**src/rtl/hazard_unit.sv**
```systemverilog
// Hazard and sequencing controller for the 5-stage RV32I pipeline: scoreboard, load-use stalls,
// registered forwarding selects, multi-cycle EX hold and redirect flushes. Optional: `HAZARD_FWD_EN.
module hazard_unit #(
  parameter int AW           = 5,
  parameter int MC_CNT_W     = 6,
  parameter int FLUSH_CYCLES = 2
) (
  input  logic                clk,
  input  logic                rst,
  input  logic                id_valid,
  input  logic [AW-1:0]       id_rs1,
  input  logic                id_rs1_used,
  input  logic [AW-1:0]       id_rs2,
  input  logic                id_rs2_used,
  input  logic [AW-1:0]       id_rd,
  input  logic                id_we,
  input  logic                id_is_load,
  input  logic                id_mc,
  input  logic [MC_CNT_W-1:0] id_mc_cycles,
  input  logic                ex_redirect,
  output logic                stall_if,
  output logic                stall_id,
  output logic                bubble_ex,
  output logic                flush_id,
  output logic [1:0]          fwd_rs1_sel,
  output logic [1:0]          fwd_rs2_sel,
  output logic                busy
);

  localparam int FC_W = (FLUSH_CYCLES > 1) ? $clog2(FLUSH_CYCLES) : 1;

  typedef struct packed {
    logic          valid;
    logic [AW-1:0] rd;
    logic          we;
    logic          load;
  } sb_entry_t;

  sb_entry_t           ex_q, mem_q, wb_q;
  logic [MC_CNT_W-1:0] mc_cnt;
  logic [FC_W-1:0]     flush_cnt;
  logic [1:0]          fwd1_q, fwd2_q;

  function automatic logic hit(input sb_entry_t e, input logic [AW-1:0] rs, input logic used,
                               input logic valid_id);
    return e.valid && e.we && (e.rd != '0) && (e.rd == rs) && used && valid_id;
  endfunction

  logic rs1_ex, rs2_ex, rs1_mem, rs2_mem;
  logic mc_active, flush_active, redirect_take, flush_now;
  logic hazard, hold_id, advance;
  logic [1:0] fwd1_d, fwd2_d;

  assign rs1_ex  = hit(ex_q,  id_rs1, id_rs1_used, id_valid);
  assign rs2_ex  = hit(ex_q,  id_rs2, id_rs2_used, id_valid);
  assign rs1_mem = hit(mem_q, id_rs1, id_rs1_used, id_valid);
  assign rs2_mem = hit(mem_q, id_rs2, id_rs2_used, id_valid);

  assign mc_active     = (mc_cnt != '0);
  assign flush_active  = (flush_cnt != '0);
  assign redirect_take = ex_redirect && !mc_active;
  assign flush_now     = redirect_take || flush_active;

`ifdef HAZARD_FWD_EN
  assign hazard = (rs1_ex || rs2_ex) && ex_q.load;
`else
  // Without forwarding a consumer waits until its producer has reached WB.
  assign hazard = rs1_ex || rs2_ex || rs1_mem || rs2_mem;
`endif

  // A flushed ID slot is discarded, so a hazard on it must not stall fetch of the new target.
  assign hold_id = mc_active || (hazard && !flush_now);
  assign advance = id_valid && !hold_id && !flush_now;

  always_comb begin
    // NOTE: every always_comb output gets a default first so no path can infer a latch.
    fwd1_d = 2'd0;
    fwd2_d = 2'd0;
`ifdef HAZARD_FWD_EN
    if (rs1_ex && !ex_q.load) fwd1_d = 2'd1;
    else if (rs1_mem)         fwd1_d = 2'd2;
    if (rs2_ex && !ex_q.load) fwd2_d = 2'd1;
    else if (rs2_mem)         fwd2_d = 2'd2;
`endif
  end

  assign stall_if    = !rst && hold_id;
  assign stall_id    = !rst && hold_id;
  assign bubble_ex   = !rst && !mc_active && (hazard || flush_now);
  assign flush_id    = !rst && flush_now;
  assign busy        = !rst && mc_active;
  assign fwd_rs1_sel = fwd1_q;
  assign fwd_rs2_sel = fwd2_q;

  always_ff @(posedge clk or posedge rst) begin
    // NOTE: state registers use non-blocking assignments so every flop samples pre-edge values.
    if (rst) begin
      ex_q      <= '0;
      mem_q     <= '0;
      wb_q      <= '0;
      mc_cnt    <= '0;
      flush_cnt <= '0;
      fwd1_q    <= 2'd0;
      fwd2_q    <= 2'd0;
    end else begin
      wb_q <= mem_q;
      if (mc_active) begin
        mem_q  <= '0;
        mc_cnt <= mc_cnt - MC_CNT_W'(1);
      end else begin
        mem_q <= ex_q;
        ex_q  <= advance ? '{valid: 1'b1, rd: id_rd, we: id_we, load: id_is_load} : '0;
        if (advance && id_mc)
          mc_cnt <= (id_mc_cycles == '0) ? '0 : id_mc_cycles - MC_CNT_W'(1);
      end

      if (redirect_take)     flush_cnt <= FC_W'(FLUSH_CYCLES - 1);
      else if (flush_active) flush_cnt <= flush_cnt - FC_W'(1);

      if (advance) begin
        fwd1_q <= fwd1_d;
        fwd2_q <= fwd2_d;
      end
    end
  end

  // WB producers are served by the falling-edge regfile write; the entry is tracked for completeness.
  logic unused_sb;
  assign unused_sb = ^{wb_q, mem_q.load, ex_q.load};

endmodule

```
**config.mk**
```make
export PLATFORM = sky130hd
export DESIGN_NAME = hazard_unit
export DESIGN_NICKNAME = d
export VERILOG_FILES = /design/src/rtl/hazard_unit.sv
export SDC_FILE = /design/constraint.sdc
export NUM_CORES = 1
export LEC_CHECK = 0
export ABC_CLOCK_PERIOD_IN_PS = 4550
export CAP_MARGIN = 10
export CORE_MARGIN = 2
export CORE_UTILIZATION = 49
export DETAILED_ROUTE_END_ITERATION = 8
export PLACE_DENSITY = 0.84
export SYNTH_ARGS = -nofsm -noshare
export SYNTH_HDL_FRONTEND = slang
export SYNTH_SLANG_ARGS = --single-unit
```
**constraint.sdc**
```tcl
create_clock -name clk -period 4.55 [get_ports clk]
set_clock_uncertainty 0.05 [all_clocks]
set_input_delay 0.455 -clock clk [delete_from_list [all_inputs] [get_ports clk]]
set_output_delay 0.455 -clock clk [all_outputs]
set_load 0.03 [all_outputs]
```
# Word-level counts from Yosys, hierarchy flattened
# Cells that the tools add are included.
[totals]
register_bits = 22
out_inout_bits = 9
in_bits = 30
elab_cells = 64
[op_classes]
mux = 7
addsub = 3
reduce_logical = 41
eq_ne = 4
[ops]
columns = ["cell", "n"]
rows = [
  ["1-bit logical AND", 26],
  ["5-bit == test", 4],
  ["6-bit two-way mux", 3],
  ["8-bit two-way mux", 2],
  ["6-bit by 1-bit subtractor with 6-bit output (second input constant)", 2],
  ["5-bit nonzero test", 2],
  ["6-bit logical NOT", 1],
  ["1-bit logical OR", 6],
  ["6-bit nonzero test", 1],
  ["1-bit logical NOT", 4],
  ["1-bit two-way mux", 2],
  ["2-bit nonzero test", 1],
  ["1-bit subtractor (second input constant)", 1],
]

# Logic depth before layout (Yosys ltp)
# Gate-level depths: netlist (run 1).
[logic_depth]
depth_word = 16
depth_mapped = 9
mapped_depth_nobuf = 7

# Worst setup path before layout (run 1)
# No wires, ideal clock.
[synth_path]
kind = "register -> output"
start = "register mc_cnt[0]"
end = "output port bubble_ex"
required_time_ps = 4045
arrival_ps = 2103
setup_slack_ps = 1942
stages_incl_launch_ff = 9
path_buffers = 2
cell_sequence = "dfrtp_1 inv_1 ha_1 clkbuf_1 and3b_1 buf_2 and2_1 nor2_1 a211oi_1"
[synth_between]
elab_chain_cells = 6
word_cells_on_any_way = 7
cone_classes = "7 x reduce/logical"
[synth_rtl]
columns = ["element", "line", "rtl"]
rows = [
  ["start: declaration", "40", "logic [MC_CNT_W-1:0] mc_cnt;"],
  ["start signal: assignment", "109", "mc_cnt <= mc_cnt - MC_CNT_W'(1);"],
  ["start signal: assignment", "114", "mc_cnt <= (id_mc_cycles == '0) ? '0 : id_mc_cycles - MC_CNT_W'(1);"],
  ["6-bit nonzero test", "59", "assign mc_active = (mc_cnt != '0);"],
  ["1-bit logical NOT", "61", "assign redirect_take = ex_redirect && !mc_active;"],
  ["1-bit logical AND", "61", ""],
  ["via redirect_take", "50", "logic mc_active, flush_active, redirect_take, flush_now;"],
  ["1-bit logical OR", "62", "assign flush_now = redirect_take || flush_active;"],
  ["1-bit logical OR", "89", "assign bubble_ex = !rst && !mc_active && (hazard || flush_now);"],
  ["1-bit logical AND", "89", ""],
  ["end: declaration", "23", "output logic bubble_ex,"],
]
# The timed path passes the listed nets, and every way through them passes these cells.

# Worst setup path in the final report (run 1)
# Ends and elaborated chain as after synthesis.

==> results.py, run 1 <==
metrics = {
    "status": {
        "status": "finished clean",
    },
    "grt": {
        "grt_overflow": 0,
        "grt_pass1_wl_um": 4974,
        "grt_antenna_before_repair": 0,
        "grt_max_degree": 23,
        "grt_pass1_vias": 1167,
        "grtUsageTotal_pct": 19.75,
    },
    "timing": {
        "rsz0062_at_grt": "false",
        "finalCritPeriodShare_pct": 73.99,
        "setup_tns_ns": 0,
        "hold_viol": 0,
        "max_slew_margin_pct": 62.74,
        "fmax_mhz": 297.0,
        "finalMaxSlewViolations": 0,
        "fin_worst_hold_slack_ns": 0.4835,
        "min_period_ns": 3.366,
        "setup_viol": 0,
        "worst_slew_pin_slew_ns": 0.5589,
    },
    "min_path": {
        "min-delay-start": "ex_q[7]",
        "hold_class": "reg2reg",
        "hold_depth": 1,
        "min_to": "ex_q[7]",
    },
    "synth": {
        "yosysWarnings": 0,
        "synthTopCellsByArea": "dfrtp_1, xnor2_1, a22o_1",
        "synth_top_cell_area_share_pct": 38.85,
        "synth.largest_area_cell": "dfrtp_1",
        "ys_ff_latch": 21,
        "dominantRegCellSynth": "dfrtp_1",
        "synth_area_um2": 1353,
        "syn_area_per_cell_um2": 9.731,
        "ys_types": 36,
        "syn_inst": 139,
        "async_reset_ff_share_pct": 100.0,
        "seq_area_frac_synth_pct": 38.85,
        "synth_edf_count": 0,
    },
    "run": {
        "drv_cap": 0,
    },
    "placement": {
        "dpl.hpwl_um": 2313,
        "gp_congestion": 0.9600,
        "port-buffer-count": 33,
    },
    "setup_path": {
        "reg2reg_to": "mc_cnt[1]",
        "startpoint_type": "flop",
        "crit_path_max_incr_delay_ns": 0.71,
        "worst_r2r_path_depth": 7,
        "slowest_stage": "clkdlybuf4s50_1",
        "r2r_slack_ns": 1.91,
        "required_ns": 4.05,
        "crit_fanout": 16,
        "path_class": "reg2out",
        "crit_chain": "inv_1 > ha_1 > and3b_1 > and2_1 > nor2_1 > a211oi_1 > clkdlybuf4s50_1",
        "cp.arrival_ns": 2.86,
        "end_kind": "output port",
        "reg2reg_from": "mc_cnt[0]",
    },
    "finish": {
        "ff_latch_area_um2": 525.5,
        "finalNetCount": 206,
        "diodes": 0,
        "area_growth_pct": 26.92,
        "fillers": 227,
        "multiInputGateArea_um2": 762.0,
        "drive_gt1_share_pct": 6.977,
    },
    "route": {
        "via_per_inst": 5.537,
        "wire_per_inst_um": 14.33,
        "drc": 0,
        "routed-via-count": 1124,
        "wl_um": 2910,
        "drt-initial-drc-count": 11,
        "ant_nets": 0,
        "first_pass_iters": 4,
    },
    "clock_network": {
        "cts_buffers": 3,
        "cts_hold_buf": 0,
        "cts_sinks": 21,
        "htreeDepth": 1,
        "post_cts_resized": 0,
        "path_clk_slew_ns": 0.11,
        "clockRootBuffer": "clkbuf_4",
        "cts_setup_buffers": 0,
        "cts_buffer_depth": 2,
        "cts_tree": "yes",
        "clk-insertion-delay-late_ns": 0.29,
    },
    "power_and_ir_drop": {
        "power.leakage_nw": 0.7311,
        "powerDensity_nw_per_um2": 358.4,
        "peakVddDrop_mv": 0.2198,
    },
    "die": {
        "initial_utilization_pct": 50.35,
        "rows": 19,
        "dieArea_um2": 3197,
        "die_x_um": 56.54,
        "die_h_um": 56.54,
        "core_um2": 2686,
        "io_pins": 39,
    },
}
## per-layer routing
layer / vias up / routed length (um) / track usage [%] / part of all wire (%)
met3: 8 / 128 / 3.456 / 4.4
met5: - / 0 / 0 / 0
li1: 553 / - / - / -
met1: 531 / 1169 / 22.52 / 40
met4: 0 / 70 / 9.184 / 2.4
met2: 32 / 1542 / 35.38 / 53
## final cells by class
| class | instances | share of cell area [%] |
|---|---|---|
| timing repair buffer | 34 | 19.68 |
| inverter | 7 | 1.531 |
| tap | 31 | 2.259 |
| clock buffer | 4 | 1.531 |
| multi-input combinational | 106 | 44.39 |
| sequential | 21 | 30.61 |
## worst max path at each step
stage	endpoint	from	cells past startpoint
after floorplan	bubble_ex	mc_cnt[0]	8
after global placement	bubble_ex	id_rs2[0]	8
after detailed placement	bubble_ex	id_rs1[3]	8
after CTS	bubble_ex	mc_cnt[0]	7
after global routing	bubble_ex	mc_cnt[0]	7
final	bubble_ex	mc_cnt[0]	7
## registers in the layout, summed over array words and instances, names as in the netlist
signal / cells
mc_cnt: 6
flush_active: 1
ex_q: 7
mem_q: 7
## worst max-delay path, delay by kind of cell (launching register included)
| family | cells | cell delay [ns] |
|---|---|---|
| AOI/OAI and AO/OA | 1 | 0.23 |
| and+or+nand+nor | 3 | 0.79 |
| buffers and inverters | 2 | 0.80 |
| DFF | 1 | 0.43 |
| adders and majority gates | 1 | 0.31 |
## cells in the mapped netlist (4+ instances only)
cell     count
a22o_1       6
and2_1       8
buf_4        5
dfrtp_1     21
inv_1        7
nand2_1      7
nand3_1      4
nand4_1      4
nor2_1      10
o21ai_0      5
xnor2_1     24
## layout by cell type (no fill, tap or decap), drive strengths merged
cell type / count
a22o: 7
clkdlybuf4s50: 33
a211oi: 1
dfrtp: 21
a41o: 1
a21oi: 3
o21ai: 5
mux2: 1
a32o: 1
o22ai: 2
nor3b: 1
or3: 2
and2: 8
nor3: 4
nand3b: 1
xnor2: 24
a21boi: 1
clkbuf: 4
nand4: 4
a221oi: 1
o32ai: 2
nand2: 8
and3b: 1
a21o: 1
a31oi: 2
inv: 7
nand3: 4
ha: 3
o311a: 2
buf: 1
a31o: 2
conb: 4
nor2: 10
## kinds of logic (layout without fill, tap and decap cells)
logic type / Yosys count / count (layout) / synth area share (%)
XOR/XNOR: 24 / 24 / 15.54
other: 1 / 4 / 0.2773
AND/OR/NAND/NOR: 43 / 43 / 17.11
buffers and inverters: 15 / 45 / 5.643
multiplexers: 1 / 1 / 1.110
AO/OA/AOI/OAI: 31 / 31 / 18.69
flip-flops: 21 / 21 / 38.85
adder cells (fa/ha/maj): 3 / 3 / 2.776
## stage by stage
stage / power [mW] / utilization, % / instances / worst slack (ns) / instance area (um2)
floorplan: 0.4579 / - / 142 / 1.942 / 1364
global placement: 0.5198 / 62.93 / 199 / 1.321 / 1690
detailed placement: 0.5321 / 62.93 / 199 / 1.269 / 1690
CTS: 0.6177 / 63.90 / 203 / 1.168 / 1717
global route: 0.6603 / 63.90 / 203 / 0.9640 / 1717
finish: 0.6152 / 63.90 / 203 / 1.184 / 1717
## power by group
group	leakage, nW	switching (mW)	internal, mW	total (mW)
clock	0.0150	0.0520	0.0341	0.0861
sequential	0.278	0.0481	0.230	0.278
combinational	0.438	0.116	0.135	0.251
total	0.731	0.216	0.399	0.615
Note: power is estimated with default switching activity, not from simulation.
==> inputs of run 2 (changes only) <==
==> config.mk (replaced) <==
export PLATFORM = sky130hd
export DESIGN_NAME = hazard_unit
export DESIGN_NICKNAME = d
export VERILOG_FILES = /design/src/rtl/hazard_unit.sv
export SDC_FILE = /design/constraint.sdc
export NUM_CORES = 1
export LEC_CHECK = 0
export ABC_CLOCK_PERIOD_IN_PS = 3150
export CAP_MARGIN = 10
export CORE_MARGIN = 2
export CORE_UTILIZATION = 47
export DETAILED_ROUTE_END_ITERATION = 8
export PLACE_DENSITY = 0.81
export SYNTH_ARGS = -nofsm -noshare
export SYNTH_HDL_FRONTEND = slang
export SYNTH_SLANG_ARGS = --single-unit
==> constraint.sdc (replaced) <==
create_clock -name clk -period 3.15 [get_ports clk]
set_clock_uncertainty 0.05 [all_clocks]
set_input_delay 0.315 -clock clk [delete_from_list [all_inputs] [get_ports clk]]
set_output_delay 0.315 -clock clk [all_outputs]
set_load 0.03 [all_outputs]
==> results.py, run 2 (synthesis gave the netlist of run 1 again) <==
metrics = {
    "finish": {
        "ff_latch_area_um2": 525.5,
        "drive_gt1_share_pct": 8.046,
        "finalNetCount": 208,
        "mostFrequentLayoutCells": "clkdlybuf4s50_1, xnor2_1, dfrtp_1",
        "reg.largest.list": "ex_q (7), mem_q (7), mc_cnt (6)",
        "stdcell_area_um2": 1732,
        "fillers": 240,
        "area_growth_pct": 28.03,
        "diodes": 0,
        "multiInputGateArea_um2": 762.0,
        "mostFrequentLayoutCell": "clkdlybuf4s50_1",
    },
    "power_and_ir_drop": {
        "switching_power_uw": 317.0,
        "peakVddDrop_mv": 0.4028,
        "power.leakage_nw": 0.7407,
        "combPwrFrac_pct": 41.5,
        "swShare_pct": 35.29,
        "powerDensity_nw_per_um2": 518.6,
        "power_frac_seq_pct": 44.6,
        "p_int_uw": 581.1,
        "clkPwrFrac_pct": 13.9,
    },
    "grt": {
        "grt_antenna_before_repair": 0,
        "grt_pass1_vias": 1206,
        "grt_pass1_wl_um": 5085,
        "grt_max_degree": 22,
        "grt_overflow": 0,
        "grtUsageTotal_pct": 19.82,
    },
    "clock_network": {
        "cts_buffer_depth": 2,
        "htreeDepth": 1,
        "path_clk_slew_ns": 0.11,
        "post_cts_resized": 0,
        "cts_setup_buffers": 0,
        "cts_sinks": 21,
        "cts_hold_buf": 0,
        "clk-insertion-delay-late_ns": 0.29,
        "cts_tree": "yes",
        "cts_buffers": 3,
        "clockRootBuffer": "clkbuf_4",
    },
    "setup_path": {
        "reg2reg_to": "mc_cnt[1]",
        "cp.arrival_ns": 2.74,
        "required_ns": 2.78,
        "end_kind": "output port",
        "path_class": "in2out",
        "crit_fanout": 2,
        "startpoint_type": "input pin",
        "reg2reg_from": "mc_cnt[0]",
        "r2r_slack_ns": 0.67,
        "worst_r2r_path_depth": 8,
    },
    "die": {
        "rows": 19,
        "dieArea_um2": 3323,
        "initial_utilization_pct": 49.47,
        "core_um2": 2734,
        "io_pins": 39,
        "die_h_um": 57.65,
        "die_x_um": 57.65,
    },
    "run": {
        "drv_cap": 0,
    },
    "placement": {
        "port-buffer-count": 33,
        "place_area_um2": 1705,
        "pre_cts_ws_ns": 0.1321,
        "gp_congestion": 0.9455,
        "dpl.hpwl_um": 2503,
    },
    "timing": {
        "rsz0062_at_grt": "false",
        "worst_slew_pin_slew_ns": 0.5310,
        "fin_ws_ns": 0.04395,
        "finalMaxSlewViolations": 0,
        "setup_tns_ns": 0,
        "setup_viol": 0,
        "hold_viol": 0,
        "finalCritPeriodShare_pct": 98.60,
        "max_slew_margin_pct": 64.60,
        "min_period_ns": 3.106,
        "fmax_mhz": 322.0,
    },
    "route": {
        "drt-initial-drc-count": 18,
        "routed-via-count": 1128,
        "first_pass_iters": 4,
        "via_per_inst": 5.502,
        "ant_nets": 0,
        "wire_per_inst_um": 15.06,
        "wl_um": 3088,
        "drc": 0,
    },
    "status": {
        "status": "finished clean",
    },
    "min_path": {
        "hold_class": "in2async",
    },
}
## run 2: changes by cell type in the layout (fill, tap and decap cells not counted), sizes merged
cell	delta
buf	+2
## run 2: worst max-delay path by stage
stage | cells past startpoint | slack, ns | startpoint | endpoint
final | 8 | 0.04 | id_rs2[2] | bubble_ex
after global routing | 8 | 0.007 | id_rs2[1] | bubble_ex
after CTS | 8 | 0.11 | id_rs2[2] | bubble_ex
after detailed placement | 8 | 0.13 | id_rs2[2] | bubble_ex
after global placement | 8 | 0.19 | id_rs2[0] | bubble_ex
after floorplan | 8 | 0.68 | mc_cnt[0] | bubble_ex
## run 2: layer usage
metal  vias up  routed length [um]  GRT usage, %
li1        557                   -             -
met5         -                   0             0
met2        35                1676         37.01
met1       530                1254         22.72
met4         0                  51         7.641
met3         6                 104         2.679
## run 2: critical path, stage by stage
cell	delay (ns)
clkdlybuf4s50_1	0.47
xnor2_1	0.26
nand4_1	0.16
o22ai_1	0.31
a22o_2	0.23
nand2_1	0.06
a211oi_1	0.22
clkdlybuf4s50_1	0.71
## run 2: layout make-up
cell class | count | area share (%)
clock buffers | 4 | 1.517
inverters | 7 | 1.517
multi-input cells | 106 | 44.00
flip-flops and latches | 21 | 30.35
well taps | 31 | 2.240
repair buffers | 36 | 20.38
## run 2: metrics by stage
stage,utilization [%],power [mW],hold WS (ns),instances
floorplan,-,0.6614,0.2501,142
global placement,62.38,0.7563,0.4358,201
detailed placement,62.38,0.7786,0.4469,201
CTS,63.34,0.9028,0.4372,205
global route,63.34,0.9622,0.4438,205
finish,63.34,0.8980,0.4262,205
## run 2: power groups by stage
stage | Combinational, mW | Sequential, mW | Clock, mW
final | 0.373 | 0.400 | 0.125
after global routing | 0.410 | 0.411 | 0.141
after CTS | 0.373 | 0.401 | 0.128
after detailed placement | 0.372 | 0.407 | 0
after global placement | 0.354 | 0.402 | 0
after floorplan | 0.273 | 0.389 | 0
==> inputs of run 3 (changes only) <==
--- a/config.mk
+++ b/config.mk
@@ -6,10 +6,11 @@
 export NUM_CORES = 1
 export LEC_CHECK = 0
 export ABC_CLOCK_PERIOD_IN_PS = 3150
-export CAP_MARGIN = 10
 export CORE_MARGIN = 2
 export CORE_UTILIZATION = 47
+export CTS_CLUSTER_SIZE = 28
 export DETAILED_ROUTE_END_ITERATION = 8
+export HOLD_SLACK_MARGIN = 0.06
 export PLACE_DENSITY = 0.81
 export SYNTH_ARGS = -nofsm -noshare
 export SYNTH_HDL_FRONTEND = slang
==> results of run 3 <==
The final DEF is identical to that of run 2; final timing and power are the same.
